$ cat src/rtl/qbus_responder.sv
// Q-bus style slave behind the VM1 bus interface: steers each bus cycle to a
// synchronous memory port or a handshaked I/O port and closes the RPLY handshake.
module qbus_responder #(
   parameter int unsigned WAIT_STATES = 1,
   parameter int unsigned TIMEOUT     = 63,
   parameter logic [15:0] IO_BASE     = 16'o177600
) (
   input  logic        clk,
   input  logic        reset,
   input  logic        ce,
   input  logic        sync_i,
   input  logic        din_i,
   input  logic        dout_i,
   input  logic        wtbt_i,
   input  logic [15:0] addr_i,
   input  logic [15:0] wdata_i,
   output logic [15:0] rdata_o,
   output logic        rply_o,
   output logic        berr_o,
   output logic [14:0] mem_addr_o,
   output logic        mem_cs_o,
   output logic        mem_we_o,
   output logic [1:0]  mem_be_o,
   output logic [15:0] mem_wdata_o,
   input  logic [15:0] mem_rdata_i,
   output logic        io_req_o,
   output logic        io_we_o,
   output logic [15:0] io_addr_o,
   input  logic        io_ack_i,
   input  logic [15:0] io_rdata_i
);

   typedef enum logic [2:0] {
      ST_IDLE  = 3'd0,
      ST_MEM   = 3'd1,
      ST_IO    = 3'd2,
      ST_REPLY = 3'd3,
      ST_HOLD  = 3'd4
   } state_t;

   state_t      state_q, state_d;
   logic        sync_q, sync_d;
   logic [7:0]  cnt_q, cnt_d;
   logic [15:0] addr_q, addr_d;
   logic [15:0] wdata_q, wdata_d;
   logic        write_q, write_d;
   logic [1:0]  be_q, be_d;
   logic [15:0] rdata_q, rdata_d;
   logic        rply_q, rply_d;
   logic        berr_q, berr_d;
   logic        mem_cs_q, mem_cs_d;
   logic        mem_we_q, mem_we_d;
   logic        io_req_q, io_req_d;

   // A byte access selects the lane by address bit 0; a word access enables both.
   function automatic logic [1:0] byte_enables(input logic wtbt, input logic a0);
      logic [1:0] be;
      if (!wtbt) begin
         be = 2'b11;
      end else if (a0) begin
         be = 2'b10;
      end else begin
         be = 2'b01;
      end
      return be;
   endfunction

   // Next-state and output computation; nothing moves while ce is low.
   always_comb begin
      state_d  = state_q;
      sync_d   = sync_q;
      cnt_d    = cnt_q;
      addr_d   = addr_q;
      wdata_d  = wdata_q;
      write_d  = write_q;
      be_d     = be_q;
      rdata_d  = rdata_q;
      rply_d   = rply_q;
      berr_d   = berr_q;
      mem_cs_d = mem_cs_q;
      mem_we_d = mem_we_q;
      io_req_d = io_req_q;
      if (ce) begin
         sync_d   = sync_i;
         mem_we_d = 1'b0;
         berr_d   = 1'b0;
         case (state_q)
            ST_IDLE: begin
               if (sync_i && !sync_q) begin
                  addr_d  = addr_i;
                  wdata_d = wdata_i;
                  write_d = dout_i;
                  be_d    = byte_enables(wtbt_i, addr_i[0]);
                  if (addr_i < IO_BASE) begin
                     state_d  = ST_MEM;
                     mem_cs_d = 1'b1;
                     mem_we_d = dout_i;
                     cnt_d    = 8'(WAIT_STATES);
                  end else begin
                     state_d  = ST_IO;
                     io_req_d = 1'b1;
                     cnt_d    = 8'(TIMEOUT);
                  end
               end else begin
                  state_d = ST_IDLE;
               end
            end
            ST_MEM: begin
               // An abort outranks the wait counter expiring on the same edge.
               if (!sync_i) begin
                  state_d  = ST_IDLE;
                  mem_cs_d = 1'b0;
               end else if (cnt_q == 8'd0) begin
                  if (!write_q) begin
                     rdata_d = mem_rdata_i;
                  end else begin
                     rdata_d = rdata_q;
                  end
                  mem_cs_d = 1'b0;
                  rply_d   = 1'b1;
                  state_d  = ST_REPLY;
               end else begin
                  cnt_d = cnt_q - 8'd1;
               end
            end
            ST_IO: begin
               // An ack outranks the timeout expiring on the same edge.
               if (!sync_i) begin
                  state_d  = ST_IDLE;
                  io_req_d = 1'b0;
               end else if (io_ack_i) begin
                  if (!write_q) begin
                     rdata_d = io_rdata_i;
                  end else begin
                     rdata_d = rdata_q;
                  end
                  io_req_d = 1'b0;
                  rply_d   = 1'b1;
                  state_d  = ST_REPLY;
               end else if (cnt_q == 8'd0) begin
                  io_req_d = 1'b0;
                  berr_d   = 1'b1;
                  state_d  = ST_HOLD;
               end else begin
                  cnt_d = cnt_q - 8'd1;
               end
            end
            ST_REPLY: begin
               if (!sync_i) begin
                  rply_d  = 1'b0;
                  state_d = ST_IDLE;
               end else begin
                  rply_d = 1'b1;
               end
            end
            ST_HOLD: begin
               if (!sync_i) begin
                  state_d = ST_IDLE;
               end else begin
                  state_d = ST_HOLD;
               end
            end
            default: begin
               state_d  = ST_IDLE;
               rply_d   = 1'b0;
               mem_cs_d = 1'b0;
               io_req_d = 1'b0;
            end
         endcase
      end else begin
         state_d = state_q;
      end
   end

   // State and output registers with asynchronous reset.
   always_ff @(posedge clk or posedge reset) begin
      if (reset) begin
         state_q  <= ST_IDLE;
         sync_q   <= 1'b0;
         cnt_q    <= 8'd0;
         addr_q   <= 16'd0;
         wdata_q  <= 16'd0;
         write_q  <= 1'b0;
         be_q     <= 2'b00;
         rdata_q  <= 16'd0;
         rply_q   <= 1'b0;
         berr_q   <= 1'b0;
         mem_cs_q <= 1'b0;
         mem_we_q <= 1'b0;
         io_req_q <= 1'b0;
      end else begin
         state_q  <= state_d;
         sync_q   <= sync_d;
         cnt_q    <= cnt_d;
         addr_q   <= addr_d;
         wdata_q  <= wdata_d;
         write_q  <= write_d;
         be_q     <= be_d;
         rdata_q  <= rdata_d;
         rply_q   <= rply_d;
         berr_q   <= berr_d;
         mem_cs_q <= mem_cs_d;
         mem_we_q <= mem_we_d;
         io_req_q <= io_req_d;
      end
   end

   assign rdata_o     = rdata_q;
   assign rply_o      = rply_q;
   assign berr_o      = berr_q;
   assign mem_addr_o  = addr_q[15:1];
   assign mem_cs_o    = mem_cs_q;
   assign mem_we_o    = mem_we_q;
   assign mem_be_o    = be_q;
   assign mem_wdata_o = wdata_q;
   assign io_req_o    = io_req_q;
   assign io_we_o     = write_q;
   assign io_addr_o   = addr_q;

endmodule

$ cat config.mk
export PLATFORM = sky130hd
export DESIGN_NAME = qbus_responder
export DESIGN_NICKNAME = d
export VERILOG_FILES = /design/src/rtl/qbus_responder.sv
export SDC_FILE = /design/constraint.sdc
export NUM_CORES = 1
export LEC_CHECK = 0
export ABC_CLOCK_PERIOD_IN_PS = 2950
export CAP_MARGIN = 20
export CELL_PAD_IN_SITES_DETAIL_PLACEMENT = 2
export CELL_PAD_IN_SITES_GLOBAL_PLACEMENT = 2
export CORE_UTILIZATION = 27
export CTS_BUF_LIST = sky130_fd_sc_hd__clkbuf_8 sky130_fd_sc_hd__clkbuf_16
export DETAILED_ROUTE_END_ITERATION = 10
export PLACE_DENSITY = 0.83
export SLEW_MARGIN = 15
export SYNTH_ARGS = -nofsm -noshare
export SYNTH_HDL_FRONTEND = slang
export SYNTH_SLANG_ARGS = --single-unit
$ cat constraint.sdc
create_clock -name clk -period 2.95 [get_ports clk]
set_input_delay 0.885 -clock clk [delete_from_list [all_inputs] [get_ports clk]]
set_output_delay 0.885 -clock clk [all_outputs]
set_load 0.05 [all_outputs]
==> results.cfg <==
[outcome]
status = finished clean

[sta]
tightest_slew_ns = 0.842
post-route-min-period_ns = 2.57
hold_violations = 0
setup-tns-final_ns = 0
rsz0062_at_grt = no
slew_headroom = 0.435
finalMaxSlewViolations = 0
fmax_mhz = 390
setup_violations = 0
fin_ws_ns = 0.384
fin_skew_ns = 0.0117
finalCritPeriodShare = 0.870
holdWs_ns = 0.507

[finish]
fin_cells = 595
mostFrequentLayoutCell = clkdlybuf4s50_1
area_growth_pct = 53.6
num_antenna_cells = 0
drive_gt1_frac = 0.248
layout_common_cells = 141 x clkdlybuf4s50_1, 68 x dfrtp_1, 60 x mux2_2
fin_nets = 492

[clock_network]
clk_pin_slew_worst_paths_ns = 0.06
clk_latency_ns = 0.34
clockRootBuffer = clkbuf_16
cts_buffer_depth = 2
cts_tree = done
clkSinkCount = 68
cts_buffers = 9
ctsHoldBuffers = 0
cts-htree-levels = 3
postCtsSetupBuffers = 0
cts_resized = 0

[synth]
synthCells = 284
synth.distinct_cells = 46
synth.net_count = 358
synth_edf_count = 0
ys_async_sr_fraction = 1.00
synth_flop_cell = dfrtp_1
syn_area_um2 = 3480
yosysWarnings = 0
synth.avg_cell_area_um2 = 12.3
synth_seq_area_share = 0.489
ys_ff_latch = 68

[power_and_ir_drop]
power-per-cell-area_nw_per_um2 = 1170
p_leak_nw = 2.21
power_mw = 6.28
peakVddDrop_mv = 0.627

[critical_path]
startpoint_type = primary input
worstPathMaxFanout = 7
crit_arrival_ns = 2.79
worstReg2RegStart = state_q[0]
end_kind = flop
required_ns = 3.17
r2r-end = cnt_q[0]
cp-startpoint = sync_i
rrSetupSlack_ns = 0.43
worstSetupPathType = in -> reg
ff2ff_path_depth = 4
crit_end = state_q[1]

[drt]
via_count = 2830
drcViolationCount = 0
routed_wl_mm = 11.9
wl_per_cell_um = 20.0
via_per_inst = 4.76
drtAntennaViolNets = 0
drt_pass1_iterations = 4
dr.first_iter.drc_count = 76

[grt]
grt.overflow.total = 0
grt_usage = 0.189
antenna_found_initial = 0
met1_usage = 0.225
busiest_layer = met2
grt_pass1_wl_mm = 18.7
gr-usage-met3 = 0.0439
grt_pass1_vias = 3211
grt_max_degree = 69
met2_usage = 0.332

[min_path]
min_path_type = reg -> reg

[floorplanning]
fp.dieW_um = 116
die-area_um2 = 13300
io_pins = 143
std_cell_rows = 41
core-area_um2 = 12600
start_util = 0.277
die_y_um = 116

[job]
cap_violations = 0

[placement]
dpl_worst_slack_ns = 0.0357
port_buffers = 141
place_inst = 579
hpwl_mm = 8.48
gp_congestion = 0.795
flip-flops by register name (all words and copies together), names as in the netlist:
name / count
io_addr_o: 16
mem_cs_o: 1
rply_o: 1
cnt_q: 8
rdata_o: 16
io_we_o: 1
io_req_o: 1
mem_we_o: 1
mem_be_o: 2
mem_wdata_o: 16
sync_q: 1
state_q: 3
berr_o: 1
layer usage:
layer,routed length (µm),part of all wire,vias up
met1,4830,0.41,1449
li1,-,-,1293
met4,176,0.015,0
met3,679,0.057,10
met2,6200,0.52,78
met5,0,0,-
cell usage after synthesis, types with 3 or more instances:
cell type,count,area [µm²]
dfrtp_1,68,1700
mux2_2,60,676
buf_4,15,113
nand2_1,14,52.6
inv_1,10,37.5
mux2_4,10,150
nor3_1,10,50.1
o21ai_0,10,50.1
buf_2,7,35.0
a21oi_1,6,30.0
mux2i_1,6,60.1
nor2_1,6,22.5
a211oi_1,5,37.5
nand3_1,5,25.0
a2bb2oi_1,4,35.0
nor4_1,4,25.0
o211ai_1,4,30.0
clkbuf_1,3,11.3
nor2b_1,3,18.8
nor3b_1,3,22.5
per-stage QoR:
step / util / cell area, µm²
detailed placement: 0.398 / 5000
floorplan: - / 3480
finish: 0.425 / 5350
CTS: 0.425 / 5350
global route: 0.425 / 5350
global placement: 0.398 / 5000
critical path, stage by stage:
cell,delay [ns]
clkdlybuf4s50_1,0.63
nor2b_1,0.35
o21ai_0,0.19
o21ai_0,0.35
mux2_2,0.38
worst min path at each step:
stage	startpoint	end	slack, ns	cells after the start
2_1_floorplan	cnt_q[7]	cnt_q[7]	0.51	2
3_3_place_gp	io_req_o	io_req_o	0.49	1
3_5_place_dp	io_req_o	io_req_o	0.48	1
4_1_cts	rdata_o[8]	rdata_o[8]	0.51	1
5_1_grt	mem_wdata_o[4]	mem_wdata_o[4]	0.52	1
6_report	rdata_o[8]	rdata_o[8]	0.51	1
area by class of cell:
type / count / area (µm²)
Clock buffer: 9 / 225
Clock inverter: 7 / 115
Fill cell: 1266 / 7220
Inverter: 10 / 37.5
Multi-Input combinational cell: 179 / 1560
Sequential cell: 68 / 1700
Tap cell: 172 / 215
Timing Repair Buffer: 150 / 1490
kinds of logic after synthesis:
family,synth area share
xor gates and xnor gates,0.00252
buffers and inverters,0.0629
and+or+nand+nor,0.102
AOI/OAI and AO/OA,0.0820
DFF,0.489
muxes,0.255
adders and majority gates,0.00719
where the power goes:
| group | total (mW) | switching, mW | internal, mW |
|---|---|---|---|
| logic | 3.41 | 2.13 | 1.28 |
| registers | 1.62 | 0.344 | 1.28 |
| clock network | 1.25 | 0.427 | 0.822 |
No activity file was read; power rests on OpenSTA's default activity.
